### src/rtl/str_frame_acc.sv
// -----------------------------------------------------------------------------
// str_frame_acc
//
// Streaming frame accumulator. Sums every signed sample of an ilast-delimited
// input frame and emits one result beat per frame. The result is the frame sum,
// arithmetically shifted right by SHIFT (floor), then either saturated or
// truncated to ODW bits. The result beat also carries the frame's sample count
// and an over-length flag.
//
// Handshake (both sides): a beat transfers on a rising clk edge where
// valid & ready are both high. Once valid is raised, it holds with stable data
// until that transfer. valid never depends combinationally on ready.
//
// Parameters:
//   DW      input sample width (signed)
//   ODW     output result width (signed)
//   MAXLEN  longest frame counted exactly; longer frames raise oerr
//   SHIFT   arithmetic right shift applied to the final sum
//   SAT     1: clamp to the ODW signed range, 0: keep the low ODW bits
//
// Ports:
//   clk     clock, rising edge
//   rst_n   synchronous reset, active low
//   idata   signed input sample
//   ilast   last sample of the frame
//   ivalid  input valid
//   iready  input ready (combinational from ilast, ovalid, oready)
//   odata   signed frame result (registered)
//   ocnt    samples in the frame, saturating at MAXLEN (registered)
//   oerr    frame exceeded MAXLEN samples (registered)
//   olast   always equal to ovalid; each result is a one-beat frame
//   ovalid  output valid (registered)
//   oready  output ready
// -----------------------------------------------------------------------------
module str_frame_acc #(
   parameter int DW     = 16,
   parameter int ODW    = 32,
   parameter int MAXLEN = 1024,
   parameter int SHIFT  = 0,
   parameter int SAT    = 1,
   localparam int CW    = $clog2(MAXLEN + 1),
   localparam int AW    = DW + $clog2(MAXLEN)
) (
   input  logic                  clk,
   input  logic                  rst_n,
   input  logic signed [DW-1:0]  idata,
   input  logic                  ilast,
   input  logic                  ivalid,
   output logic                  iready,
   output logic signed [ODW-1:0] odata,
   output logic        [CW-1:0]  ocnt,
   output logic                  oerr,
   output logic                  olast,
   output logic                  ovalid,
   input  logic                  oready
);

   // The clamp is only needed when the shifted sum can be wider than the
   // output. Otherwise, the low ODW bits of the sign-extended value are exact.
   localparam bit SAT_BUILT = (SAT != 0) && (ODW < (AW - SHIFT));

   // Width used to view the shifted sum next to the output. It must be at
   // least ODW so that sign extension into the output is a plain slice.
   localparam int EW = (ODW > AW) ? ODW : AW;

   // ---------------------------------------------------------------------------
   // State
   // ---------------------------------------------------------------------------
   logic signed [AW-1:0]  acc_q, acc_d;
   logic        [CW-1:0]  cnt_q, cnt_d;
   logic                  ovf_q, ovf_d;
   logic signed [ODW-1:0] odata_q, odata_d;
   logic        [CW-1:0]  ocnt_q, ocnt_d;
   logic                  oerr_q, oerr_d;
   logic                  ovalid_q, ovalid_d;

   // ---------------------------------------------------------------------------
   // Handshake
   // ---------------------------------------------------------------------------
   logic ish;
   logic osh;

   // Body samples never touch the output register, so they always flow.
   // A last sample needs the output register. It can enter only when that
   // register is empty or is being drained in this same cycle.
   assign iready = ~ilast | ~ovalid_q | oready;
   assign ish    = ivalid & iready;
   assign osh    = ovalid_q & oready;

   // ---------------------------------------------------------------------------
   // Datapath: running sum, count, scaling
   // ---------------------------------------------------------------------------
   logic signed [AW-1:0]  samp_ext;
   logic signed [AW-1:0]  sum;
   logic signed [AW-1:0]  shifted;
   logic        [CW-1:0]  cnt_inc;
   logic                  cnt_full;
   logic signed [EW-1:0]  wide;
   logic        [EW-ODW:0] wide_hi;
   logic signed [ODW-1:0] scaled;

   always_comb begin
      samp_ext = AW'(idata);
      // The sum wraps modulo 2^AW. This is exact for any frame of up to
      // MAXLEN samples.
      sum      = acc_q + samp_ext;
      shifted  = sum >>> SHIFT;

      cnt_full = (cnt_q == CW'(MAXLEN));
      cnt_inc  = cnt_full ? cnt_q : cnt_q + CW'(1);
   end

   always_comb begin
      wide    = EW'(shifted);
      // These bits, down to and including the output sign position, must all
      // match. If they do, the value fits in ODW bits.
      wide_hi = wide[EW-1:ODW-1];
      scaled  = wide[ODW-1:0];
      if (SAT_BUILT) begin
         if (!((wide_hi == '0) || (wide_hi == '1))) begin
            scaled = wide[EW-1] ? {1'b1, {(ODW-1){1'b0}}}
                                : {1'b0, {(ODW-1){1'b1}}};
         end
      end
   end

   // ---------------------------------------------------------------------------
   // Next-state
   // ---------------------------------------------------------------------------
   always_comb begin
      acc_d    = acc_q;
      cnt_d    = cnt_q;
      ovf_d    = ovf_q;
      odata_d  = odata_q;
      ocnt_d   = ocnt_q;
      oerr_d   = oerr_q;
      ovalid_d = ovalid_q;

      if (ish && !ilast) begin
         acc_d = sum;
         cnt_d = cnt_inc;
         // Count is already pinned at MAXLEN, so this sample is one too many.
         if (cnt_full) begin
            ovf_d = 1'b1;
         end
      end

      if (ish && ilast) begin
         odata_d  = scaled;
         ocnt_d   = cnt_inc;
         oerr_d   = ovf_q | cnt_full;
         // If the old result is draining this cycle (osh), it is replaced
         // here, so ovalid stays high with no bubble.
         ovalid_d = 1'b1;
         acc_d    = '0;
         cnt_d    = '0;
         ovf_d    = 1'b0;
      end else if (osh) begin
         ovalid_d = 1'b0;
      end
   end

   // ---------------------------------------------------------------------------
   // Registers
   // ---------------------------------------------------------------------------
   always_ff @(posedge clk) begin
      if (!rst_n) begin
         acc_q    <= '0;
         cnt_q    <= '0;
         ovf_q    <= 1'b0;
         odata_q  <= '0;
         ocnt_q   <= '0;
         oerr_q   <= 1'b0;
         ovalid_q <= 1'b0;
      end else begin
         acc_q    <= acc_d;
         cnt_q    <= cnt_d;
         ovf_q    <= ovf_d;
         odata_q  <= odata_d;
         ocnt_q   <= ocnt_d;
         oerr_q   <= oerr_d;
         ovalid_q <= ovalid_d;
      end
   end

   assign odata  = odata_q;
   assign ocnt   = ocnt_q;
   assign oerr   = oerr_q;
   assign ovalid = ovalid_q;
   assign olast  = ovalid_q;

endmodule
### config.mk
export PLATFORM = sky130hd
export DESIGN_NAME = str_frame_acc
export DESIGN_NICKNAME = d
export VERILOG_FILES = /design/src/rtl/str_frame_acc.sv
export SDC_FILE = /design/constraint.sdc
export NUM_CORES = 1
export LEC_CHECK = 0
export ABC_AREA = 1
export BUFFER_PORTS_ARGS = -buffer_cell sky130_fd_sc_hd__clkbuf_2
export CAP_MARGIN = 0
export CORE_ASPECT_RATIO = 1.1
export CORE_MARGIN = 3
export CORE_UTILIZATION = 50
export CTS_CLUSTER_SIZE = 10
export DETAILED_ROUTE_END_ITERATION = 7
export PLACE_DENSITY = 0.69
export SYNTH_ARGS = -nofsm -noshare
export SYNTH_HDL_FRONTEND = slang
export SYNTH_SLANG_ARGS = --single-unit
### constraint.sdc
create_clock -name clk -period 4.5 [get_ports clk]
set_clock_uncertainty 0.1 [all_clocks]
set_input_delay 0.225 -clock clk [delete_from_list [all_inputs] [get_ports clk]]
set_output_delay 0.225 -clock clk [all_outputs]
set_load 0.03 [all_outputs]
==> impl_metrics.json <==
{
  "status": "finished, final reports clean",
  "drt_iter0_drc": 169,
  "synthesis.area_um2": 4845,
  "timing.rr.end": "acc_q[16]$_SDFFE_PP0P_",
  "grt_overflow_total": 0,
  "first_pass_iters": 5,
  "layout_common_cells": "249 x nand2_1, 132 x inv_1, 77 x dfxtp_1, 74 x nor2_1, 67 x clkbuf_2",
  "nNetsFinal": 867,
  "r2r_start": "acc_q[0]$_SDFFE_PP0P_",
  "drc_errors": 0,
  "rsz0062_at_grt": "false",
  "maxSlewHeadroom": 0.2718,
  "vias": 4755,
  "ant_nets": 0,
  "worstSetupPathType": "flip-flop to flip-flop",
  "hold_viol_final": 0,
  "worst_pin_slew_ps": 1090,
  "syn_avg_cell_area_um2": 6.349,
  "p_leak_nw": 3.043,
  "insertion_delay_ps": 370,
  "path_max_fanout": 4,
  "hp-start": "rst_n",
  "yosysSeqAreaShare": 0.3182,
  "ctsResizeCount": 0,
  "critPathCaptureType": "flip-flop",
  "crit_chain": "ha_1 -> inv_1 -> fa_1 -> inv_1 -> nand3_1 -> nand3_1 -> nand2_1 -> nand2_1 -> nand2_1 -> nand2_1 -> xnor2_1 -> nand2_1 -> nand2_1 -> inv_1",
  "power_density_nw_per_um2": 321.1,
  "timing.final.crit_share": 0.5521,
  "start_kind": "flip-flop",
  "ys_types": 33,
  "cts_hold_buffers": 0,
  "die_h_um": 109.2,
  "antenna_found_initial": 0,
  "clkTransAtPathRegs_ps": 100,
  "dieArea_um2": 10910,
  "crit_required_ps": 4680,
  "setup_violations": 0,
  "dpl.hpwl_um": 9916,
  "cp_common_cell": "nand2_1",
  "path_buf_inv": 3,
  "drive_above_1_share": 0.1179,
  "grt_pass1_vias": 4445,
  "yosysWarnings": 0,
  "period_minus_slack_ps": 2484,
  "holdPathEnd": "olast$_SDFFE_PN0P_",
  "grt_pass1_wl_um": 20360,
  "reg2reg_depth": 14,
  "area_growth_pct": 10.56,
  "synthesis.nets": 812,
  "antenna-diode-count": 0,
  "routedWlPerCell_um": 13.17,
  "tns_ps": 0,
  "grt_max_degree": 49,
  "gp_congestion": 0.9009,
  "cts_htree_levels": 3,
  "path_delay_family": "simple AND/OR/NAND/NOR gates",
  "clockBufferDepth": 2,
  "slew_viol_final": 0,
  "max_freq_mhz": 402.5,
  "coreArea_um2": 9398,
  "num_rows": 37,
  "ir_worst_vdd_mv": 0.1859,
  "ys_ff_latch": 77,
  "die_x_um": 99.86,
  "cts_buffers": 9,
  "routed_wl_um": 12380,
  "cts_sinks": 77,
  "cpPeakStageDelay_ps": 410,
  "port_buffers": 67,
  "r2r_slack_ps": 2020,
  "postLayoutCoreUtil": 0.5700,
  "synth_cells": 763,
  "postCtsSetupBuffers": 0,
  "cap_violations": 0,
  "grtUsageTotal": 0.2379,
  "layout_commonest_cell": "nand2_1",
  "critical_path_arrival_ps": 2660,
  "hold-path-cell-count": 3,
  "hp-class": "primary input to flip-flop",
  "cts_root_buf": "clkbuf_8",
  "cts_tree": "yes",
  "start_util": 0.5155,
  "top_level_ports": 68,
  "slowest_stage": "fa_1",
  "routed_via_density": 5.059
}
-- worst min-delay path: stages --
cell	delay [ps]
clkbuf_2	180
o21ai_0	110
inv_1	40
-- final cells by class --
type	count	area [um2]
Sequential cell	77	1541
Timing Repair Buffer	67	335.3
Clock buffer	9	123.9
Tap cell	117	146.4
Clock inverter	7	57.56
Fill cell	989	4041
Inverter	136	514.2
Multi-Input combinational cell	527	2638
-- how the worst max path moves through the flow --
stage	start	end	slack, ps	cells past startpoint
after detailed placement	acc_q[0]$_SDFFE_PP0P_	acc_q[16]$_SDFFE_PP0P_	2090	14
after floorplan	acc_q[0]$_SDFFE_PP0P_	acc_q[16]$_SDFFE_PP0P_	2580	14
after CTS	acc_q[0]$_SDFFE_PP0P_	acc_q[16]$_SDFFE_PP0P_	2050	14
final	acc_q[0]$_SDFFE_PP0P_	acc_q[16]$_SDFFE_PP0P_	2020	14
after global routing	acc_q[0]$_SDFFE_PP0P_	acc_q[16]$_SDFFE_PP0P_	1810	14
after global placement	idata[0]	acc_q[16]$_SDFFE_PP0P_	2150	15
-- layer usage --
layer,GRT usage,part of all wire
met3,0.02943,0.027
met1,0.2639,0.44
met4,0.1405,0.047
met5,0,0
met2,0.4328,0.49
-- power by group --
| group | internal (mW) | switching (mW) | leakage [nW] |
|---|---|---|---|
| sequential | 0.725 | 0.0280 | 0.631 |
| clock | 0.208 | 0.299 | 0.0881 |
| combinational | 0.142 | 0.317 | 2.32 |
-- through the flow --
stage          worst slack (ps)  cells  instance area (um2)  total power, mW  hold WS [ps]
2_1_floorplan              2581    763                 4845            1.109         251.9
3_3_place_gp               2148    924                 5175            1.224         337.4
3_5_place_dp               2088    924                 5175            1.229         343.5
4_1_cts                    2051    940                 5356            1.732         96.79
5_1_grt                    1812    940                 5356            1.813         113.8
6_report                   2016    940                 5356            1.720         112.6
-- cell families (layout without fill, tap and decap cells) --
| group | Yosys count | after routing | synth area share |
|---|---|---|---|
| compound gates | 94 | 94 | 0.1116 |
| simple gates | 389 | 389 | 0.3301 |
| buf+inv | 159 | 219 | 0.1374 |
| flops | 77 | 77 | 0.3182 |
| fa+ha+maj | 28 | 28 | 0.07386 |
| xor+xnor | 16 | 16 | 0.02892 |
-- sequential cells by signal, summed over array words and instances (netlist names) --
signal  flops
acc_q      26
odata      26
cnt_q      11
ocnt       11
oerr        1
olast       1
ovf_q       1
-- cells in the mapped netlist --
library cell / instances / area, um2
nand2_1: 249 / 934.7
inv_1: 132 / 495.5
dfxtp_1: 77 / 1541
nor2_1: 74 / 277.8
o21ai_0: 40 / 200.2
nand3_1: 39 / 195.2
ha_1: 27 / 337.8
a21oi_1: 26 / 130.1
xor2_1: 12 / 105.1
nand4_1: 11 / 68.82
buf_4: 9 / 67.56
o211ai_1: 9 / 67.56
a22o_1: 8 / 70.07
buf_2: 7 / 35.03
a31oi_1: 6 / 37.54
clkbuf_1: 4 / 15.01
nor3_1: 4 / 20.02
xnor2_1: 4 / 35.03
buf_6: 3 / 33.78
nand2_2: 3 / 18.77
nor3_2: 3 / 30.03
a21o_1: 2 / 15.01
inv_2: 2 / 7.510
nand2_4: 2 / 22.52
o21bai_1: 2 / 15.01
and2_1: 1 / 6.260
clkinv_2: 1 / 5.000
fa_1: 1 / 20.02
inv_4: 1 / 6.260
nand3b_1: 1 / 7.510
nor2_4: 1 / 11.26
o21ai_1: 1 / 5.000
or2_2: 1 / 6.260
(Power assumes the default switching activity.)
